## src/rtl/audio_pkg.sv

```systemverilog
// Shared definitions for the audio IN byte-stream unpacker: FSM state type,
// sync byte constant and sample-width legality check.
package audio_pkg;

    typedef enum logic [1:0] {
        ST_SYNC  = 2'd0,
        ST_BYTES = 2'd1,
        ST_HOLD  = 2'd2
    } state_t;

    localparam logic [7:0] AUDIO_SYNC_BYTE = 8'hA5;

    localparam int unsigned BPS_MIN = 32'd2;
    localparam int unsigned BPS_MAX = 32'd4;

    function automatic logic bps_legal(input int unsigned bps);
        return (bps >= BPS_MIN) && (bps <= BPS_MAX);
    endfunction

endpackage

```

## src/rtl/audio_in_unpacker.sv

```systemverilog
// Unpacks little-endian stereo PCM frames from the IN FIFO into L/R sample pairs.
// Optional per-frame sync byte hunting is enabled by defining AUDIO_SYNC_EN.
import audio_pkg::*;

module audio_in_unpacker #(
    parameter int unsigned BYTES_PER_SAMPLE = 3,
    parameter int unsigned SAMPLE_W         = 8 * BYTES_PER_SAMPLE
) (
    input  logic                clk_i,
    input  logic                reset_n_i,
    output logic                rd_in_fifo_clk_o,
    output logic                rd_in_fifo_en_o,
    input  logic [7:0]          rd_in_fifo_data_i,
    input  logic                rd_in_fifo_empty_i,
    output logic [SAMPLE_W-1:0] sample_l_o,
    output logic [SAMPLE_W-1:0] sample_r_o,
    output logic                sample_valid_o,
    input  logic                sample_ready_i
`ifdef AUDIO_SYNC_EN
    ,
    output logic [15:0]         sync_err_count_o
`endif
);

    localparam logic [2:0] LAST_IDX = 3'(2 * BYTES_PER_SAMPLE - 1);
    localparam logic [2:0] HALF_IDX = 3'(BYTES_PER_SAMPLE);
`ifdef AUDIO_SYNC_EN
    localparam state_t ST_START = ST_SYNC;
`else
    localparam state_t ST_START = ST_BYTES;
`endif

    if (!bps_legal(BYTES_PER_SAMPLE)) begin : g_bps_illegal
        $error("audio_in_unpacker: BYTES_PER_SAMPLE must be 2..4");
    end

    state_t              state_r;
    state_t              state_next_s;
    logic [2:0]          cnt_r;
    logic [2:0]          cnt_next_s;
    logic                pend_r;
    logic [2:0]          pend_idx_r;
    logic                run_r;
    logic                rd_en_s;
    logic                free_s;
    logic                load_s;
    logic [SAMPLE_W-1:0] left_sh_r;
    logic [SAMPLE_W-1:0] right_sh_r;
    logic [SAMPLE_W-1:0] left_next_s;
    logic [SAMPLE_W-1:0] right_next_s;
    logic [SAMPLE_W-1:0] sample_l_r;
    logic [SAMPLE_W-1:0] sample_r_r;
    logic                valid_r;

    assign rd_in_fifo_clk_o = clk_i;
    assign rd_in_fifo_en_o  = rd_en_s;
    assign sample_l_o       = sample_l_r;
    assign sample_r_o       = sample_r_r;
    assign sample_valid_o   = valid_r;
    assign free_s           = ~valid_r | sample_ready_i;

    // Read request: combinational on empty so a same-edge empty never launches a read.
    always_comb begin
        rd_en_s = 1'b0;
        case (state_r)
            ST_BYTES: rd_en_s = run_r & ~rd_in_fifo_empty_i;
`ifdef AUDIO_SYNC_EN
            ST_SYNC:  rd_en_s = run_r & ~rd_in_fifo_empty_i & ~pend_r;
`endif
            default:  rd_en_s = 1'b0;
        endcase
    end

    // Shift the in-flight byte into its channel; first byte ends up as the LSB.
    always_comb begin
        left_next_s  = left_sh_r;
        right_next_s = right_sh_r;
        if (pend_r && (state_r != ST_SYNC)) begin
            if (pend_idx_r < HALF_IDX) begin
                left_next_s = {rd_in_fifo_data_i, left_sh_r[SAMPLE_W-1:8]};
            end else begin
                right_next_s = {rd_in_fifo_data_i, right_sh_r[SAMPLE_W-1:8]};
            end
        end else begin
            left_next_s  = left_sh_r;
            right_next_s = right_sh_r;
        end
    end

    // Next-state and byte counter logic.
    always_comb begin
        state_next_s = state_r;
        cnt_next_s   = cnt_r;
        load_s       = 1'b0;
        case (state_r)
            ST_BYTES: begin
                if (rd_en_s && (cnt_r == LAST_IDX)) begin
                    state_next_s = ST_HOLD;
                end else if (rd_en_s) begin
                    cnt_next_s = cnt_r + 3'd1;
                end else begin
                    cnt_next_s = cnt_r;
                end
            end
            ST_HOLD: begin
                // Exit may coincide with the last byte arriving; next-values cover it.
                if (free_s) begin
                    load_s       = 1'b1;
                    cnt_next_s   = 3'd0;
                    state_next_s = ST_START;
                end else begin
                    state_next_s = ST_HOLD;
                end
            end
`ifdef AUDIO_SYNC_EN
            ST_SYNC: begin
                if (pend_r && (rd_in_fifo_data_i == AUDIO_SYNC_BYTE)) begin
                    state_next_s = ST_BYTES;
                end else begin
                    state_next_s = ST_SYNC;
                end
            end
`endif
            default: begin
                state_next_s = ST_START;
                cnt_next_s   = 3'd0;
            end
        endcase
    end

    // Control state: FSM, counter, in-flight capture tracking.
    always_ff @(posedge clk_i or negedge reset_n_i) begin
        if (!reset_n_i) begin
            state_r    <= ST_START;
            cnt_r      <= 3'd0;
            pend_r     <= 1'b0;
            pend_idx_r <= 3'd0;
            run_r      <= 1'b0;
        end else begin
            state_r    <= state_next_s;
            cnt_r      <= cnt_next_s;
            pend_r     <= rd_en_s;
            pend_idx_r <= cnt_r;
            run_r      <= 1'b1;
        end
    end

    // Channel shift registers.
    always_ff @(posedge clk_i or negedge reset_n_i) begin
        if (!reset_n_i) begin
            left_sh_r  <= {SAMPLE_W{1'b0}};
            right_sh_r <= {SAMPLE_W{1'b0}};
        end else begin
            left_sh_r  <= left_next_s;
            right_sh_r <= right_next_s;
        end
    end

    // Output holding register and valid/ready handshake.
    always_ff @(posedge clk_i or negedge reset_n_i) begin
        if (!reset_n_i) begin
            sample_l_r <= {SAMPLE_W{1'b0}};
            sample_r_r <= {SAMPLE_W{1'b0}};
            valid_r    <= 1'b0;
        end else if (load_s) begin
            sample_l_r <= left_next_s;
            sample_r_r <= right_next_s;
            valid_r    <= 1'b1;
        end else if (valid_r && sample_ready_i) begin
            valid_r    <= 1'b0;
        end
    end

`ifdef AUDIO_SYNC_EN
    logic [15:0] sync_err_r;
    assign sync_err_count_o = sync_err_r;

    // Saturating count of bytes discarded while hunting for sync.
    always_ff @(posedge clk_i or negedge reset_n_i) begin
        if (!reset_n_i) begin
            sync_err_r <= 16'd0;
        end else if ((state_r == ST_SYNC) && pend_r &&
                     (rd_in_fifo_data_i != AUDIO_SYNC_BYTE) && (sync_err_r != 16'hFFFF)) begin
            sync_err_r <= sync_err_r + 16'd1;
        end
    end
`endif

endmodule

```

## config.mk

```make
export PLATFORM = sky130hd
export DESIGN_NAME = audio_in_unpacker
export DESIGN_NICKNAME = d
export VERILOG_FILES = /design/src/rtl/audio_pkg.sv /design/src/rtl/audio_in_unpacker.sv
export SDC_FILE = /design/constraint.sdc
export NUM_CORES = 1
export LEC_CHECK = 0
export CAP_MARGIN = 10
export CORE_MARGIN = 5
export CORE_UTILIZATION = 53
export DETAILED_ROUTE_END_ITERATION = 6
export GPL_TIMING_DRIVEN = 0
export PLACE_DENSITY_LB_ADDON = 0.05
export SLEW_MARGIN = 10
export SYNTH_ARGS = -nofsm -noshare
export SYNTH_HDL_FRONTEND = slang
export SYNTH_SLANG_ARGS = --single-unit
```

## constraint.sdc

```tcl
create_clock -name clk_i -period 2.1 [get_ports clk_i]
set_clock_uncertainty 0.05 [all_clocks]
set_input_delay 0.21 -clock clk_i [delete_from_list [all_inputs] [get_ports clk_i]]
set_output_delay 0.21 -clock clk_i [all_outputs]
set_load 0.01 [all_outputs]
```

==> results.py <==
metrics = {
    "worst_setup_path": {
        "r2r_cells": 7,
        "crit_arrival_ps": 1680,
        "cp-end-kind": "primary output",
        "required_ps": 1840,
        "reg2reg_to": "sample_l_o[20]$_DFFE_PN0P_",
        "rrSetupSlack_ps": 160,
        "cp-start-kind": "clock port",
        "reg2reg_from": "state_r[0]$_DFFE_PN1P_",
        "cp-startpoint": "clk_i",
        "critPathKind": "clk2out",
        "cp_max_fo": 2,
    },
    "cts": {
        "post_cts_buffers": 0,
        "cts_tree": "done",
        "clk_pin_slew_ps": 110,
        "insertion_delay_ps": 460,
    },
    "layout": {
        "layout.cells.non_filler": 597,
        "final_common_cell": "nand2_1",
        "syn_to_final_growth_pct": 25.5,
        "diodes": 0,
        "drive_gt1_share_pct": 9.49,
        "nNetsFinal": 507,
        "fin_area_sq_mm": 0.00518,
        "mostFrequentLayoutCells": "152 x nand2_1, 106 x dfrtp_1, 59 x clkdlybuf4s50_1",
    },
    "detailed_routing": {
        "drc": 0,
        "vias": 3149,
        "dr.first_iter.drc_count": 125,
        "drtPass1Iterations": 4,
        "final_antenna_net_count": 0,
        "wire_per_inst_microns": 15.5,
        "wirelength_mm": 9.26,
        "avgViaCountPerCell": 5.27,
    },
    "yosys": {
        "yosys.area_share.simple_pct": 21.3,
        "synth_seq_cells": 107,
        "synth_nets": 429,
        "syn_inst": 412,
        "avgSynthCellArea_sq_um": 10.0,
        "synth_top_family_by_area": "simple AND/OR/NAND/NOR gates",
        "yosysWarnings": 0,
        "syn_area_sq_mm": 0.00413,
        "synth_mux_area_share_pct": 0,
        "synth_xor_area_share_pct": 0,
        "seq_area_frac_synth_pct": 64.9,
        "synth_compound_area_share_pct": 8.40,
        "synth_fa_ha_area_share_pct": 1.52,
        "ys_types": 23,
    },
    "pwr": {
        "power_density_mw_per_mm2": 1510,
        "p_total_mw": 7.81,
        "p_clk_share_pct": 19.8,
        "switching_power_mw": 2.68,
        "power_frac_seq_pct": 43.9,
        "switching_share_pct": 34.4,
        "leakage_nw": 2.46,
        "power_frac_comb_pct": 36.3,
        "ir_drop_v": 0.000901,
        "internal-power_mw": 5.13,
    },
    "sta": {
        "period_share_pct": 92.4,
        "setup_viol": 0,
        "fin_setup_tns_ps": 0,
        "setup_slack_ps": 161,
        "maxSlewViolCount": 0,
        "fmax_mhz": 516,
        "min_period_ps": 1940,
        "rsz0062_at_grt": "false",
        "hold_viol_final": 0,
    },
    "grt": {
        "grt_pass1_wl_mm": 15.8,
        "grt_pass1_vias": 3283,
        "gr-total-overflow": 0,
        "grt_max_degree": 94,
        "grt_usage_pct": 20.4,
        "antenna_found_initial": 0,
    },
    "place": {
        "hpwl_mm": 6.38,
        "place_area_sq_mm": 0.00490,
        "dp_cells": 577,
        "port-buffer-count": 62,
        "place_congestion": 0.791,
        "post-place-ws_ps": 179,
    },
    "die": {
        "die_y_microns": 98.2,
        "core_sq_mm": 0.00765,
        "num_rows": 32,
        "io_pins": 63,
        "initial_utilization_pct": 54.0,
        "dieWidth_microns": 98.2,
        "dieArea_sq_mm": 0.00965,
    },
    "run_status": {
        "status": "finished, final reports clean",
    },
    "worst_hold_path": {
        "hold_path.class": "in2async",
    },
    "job": {
        "drv_cap": 0,
    },
}
-- flip-flops by register name, indices dropped and copies added, names as in the netlist --
name            count
pend_idx_r          3
sample_valid_o      1
cnt_r               3
sample_l_o         24
sample_r_o         24
run_r               1
pend_r              1
left_sh_r          24
state_r             2
right_sh_r         24
-- synthesized netlist by cell type --
cell type / instances / area share [%]
nand2b_4: 1 / 0.33
nor2b_2: 1 / 0.21
a31oi_1: 49 / 7.4
conb_1: 1 / 0.091
nand2b_1: 2 / 0.30
nor2_1: 50 / 4.5
buf_4: 1 / 0.18
a21oi_1: 2 / 0.24
or4b_1: 3 / 0.73
dfstp_2: 1 / 0.64
buf_6: 6 / 1.6
nor2b_1: 1 / 0.15
dfrtp_1: 106 / 64
nand2_1: 152 / 14
ha_1: 5 / 1.5
o21ai_0: 3 / 0.36
nor2_2: 2 / 0.30
buf_2: 13 / 1.6
nand3_1: 5 / 0.61
inv_1: 4 / 0.36
and2_1: 2 / 0.30
a21o_1: 1 / 0.18
o211ai_1: 1 / 0.18
-- per-layer routing --
metal  wire length, microns  GRT usage [%]  vias to the layer above  part of all wire, %
met5                      0              0                        -                    0
met4                     99           6.72                        0                  1.1
met1                   4250           28.2                     1540                   46
li1                       -              -                     1503                    -
met2                   4440           32.7                       93                   48
met3                    463           4.07                       13                  5.0
-- kinds of logic (layout without fill, tap and decap cells) --
logic type | count (synthesis) | in the layout
adders and majority gates | 5 | 5
DFF | 107 | 107
buffers and inverters | 24 | 107
AOI/OAI and AO/OA | 56 | 56
and+or+nand+nor | 219 | 219
other | 1 | 1
-- timing repair --
| action | CTS | global route |
|---|---|---|
| hold endpoints to repair | 106 | 0 |
| pin swaps | 0 | 0 |
| hold buffers | 1 | 0 |
| endpoints found under the setup margin | 2 | 5 |
| resized for setup | 4 | 2 |
-- power by group through the flow --
stage / clock, mW / combinational [mW] / sequential (mW)
finish: 1.54 / 2.84 / 3.43
global route: 1.66 / 3.15 / 3.56
global placement: 0.0748 / 2.75 / 3.45
CTS: 1.55 / 2.87 / 3.44
floorplan: 0.0392 / 1.28 / 3.58
detailed placement: 0.0748 / 2.83 / 3.47
-- how the worst max path moves through the flow --
stage          cells after the start  slack (ps)                    endpoint
2_1_floorplan                      7         490  sample_r_o[10]$_DFFE_PN0P_
3_3_place_gp                       1       -3190      left_sh_r[7]$_DFF_PN0_
3_5_place_dp                       7         180  sample_l_o[19]$_DFFE_PN0P_
4_1_cts                            7         120  sample_l_o[19]$_DFFE_PN0P_
5_1_grt                            7          10  sample_l_o[19]$_DFFE_PN0P_
6_report                           4         160            rd_in_fifo_clk_o
-- critical path, stage by stage --
cell           delay [ps]
clkbuf_8              110
clkbuf_8              120
buf_4                 120
dlygate4sd2_1         280
-- final cells by class --
class                           count  area, sq um
Tap cell                          102          128
Fill cell                         621         2470
Inverter                            4         15.0
Multi-Input combinational cell    281         1310
Buffer                             20          145
Sequential cell                   107         2680
Clock buffer                       13          174
Timing Repair Buffer               63          648
Clock inverter                      7         83.8
-- per-stage QoR --
stage                     hold WS (ps)  utilization, %
after floorplan                   -136               -
after global placement             344            63.7
after detailed placement         -6.64            64.1
after CTS                         63.0            67.6
after global routing              68.4            67.7
final                             64.7            67.7
(Power assumes the default switching activity.)
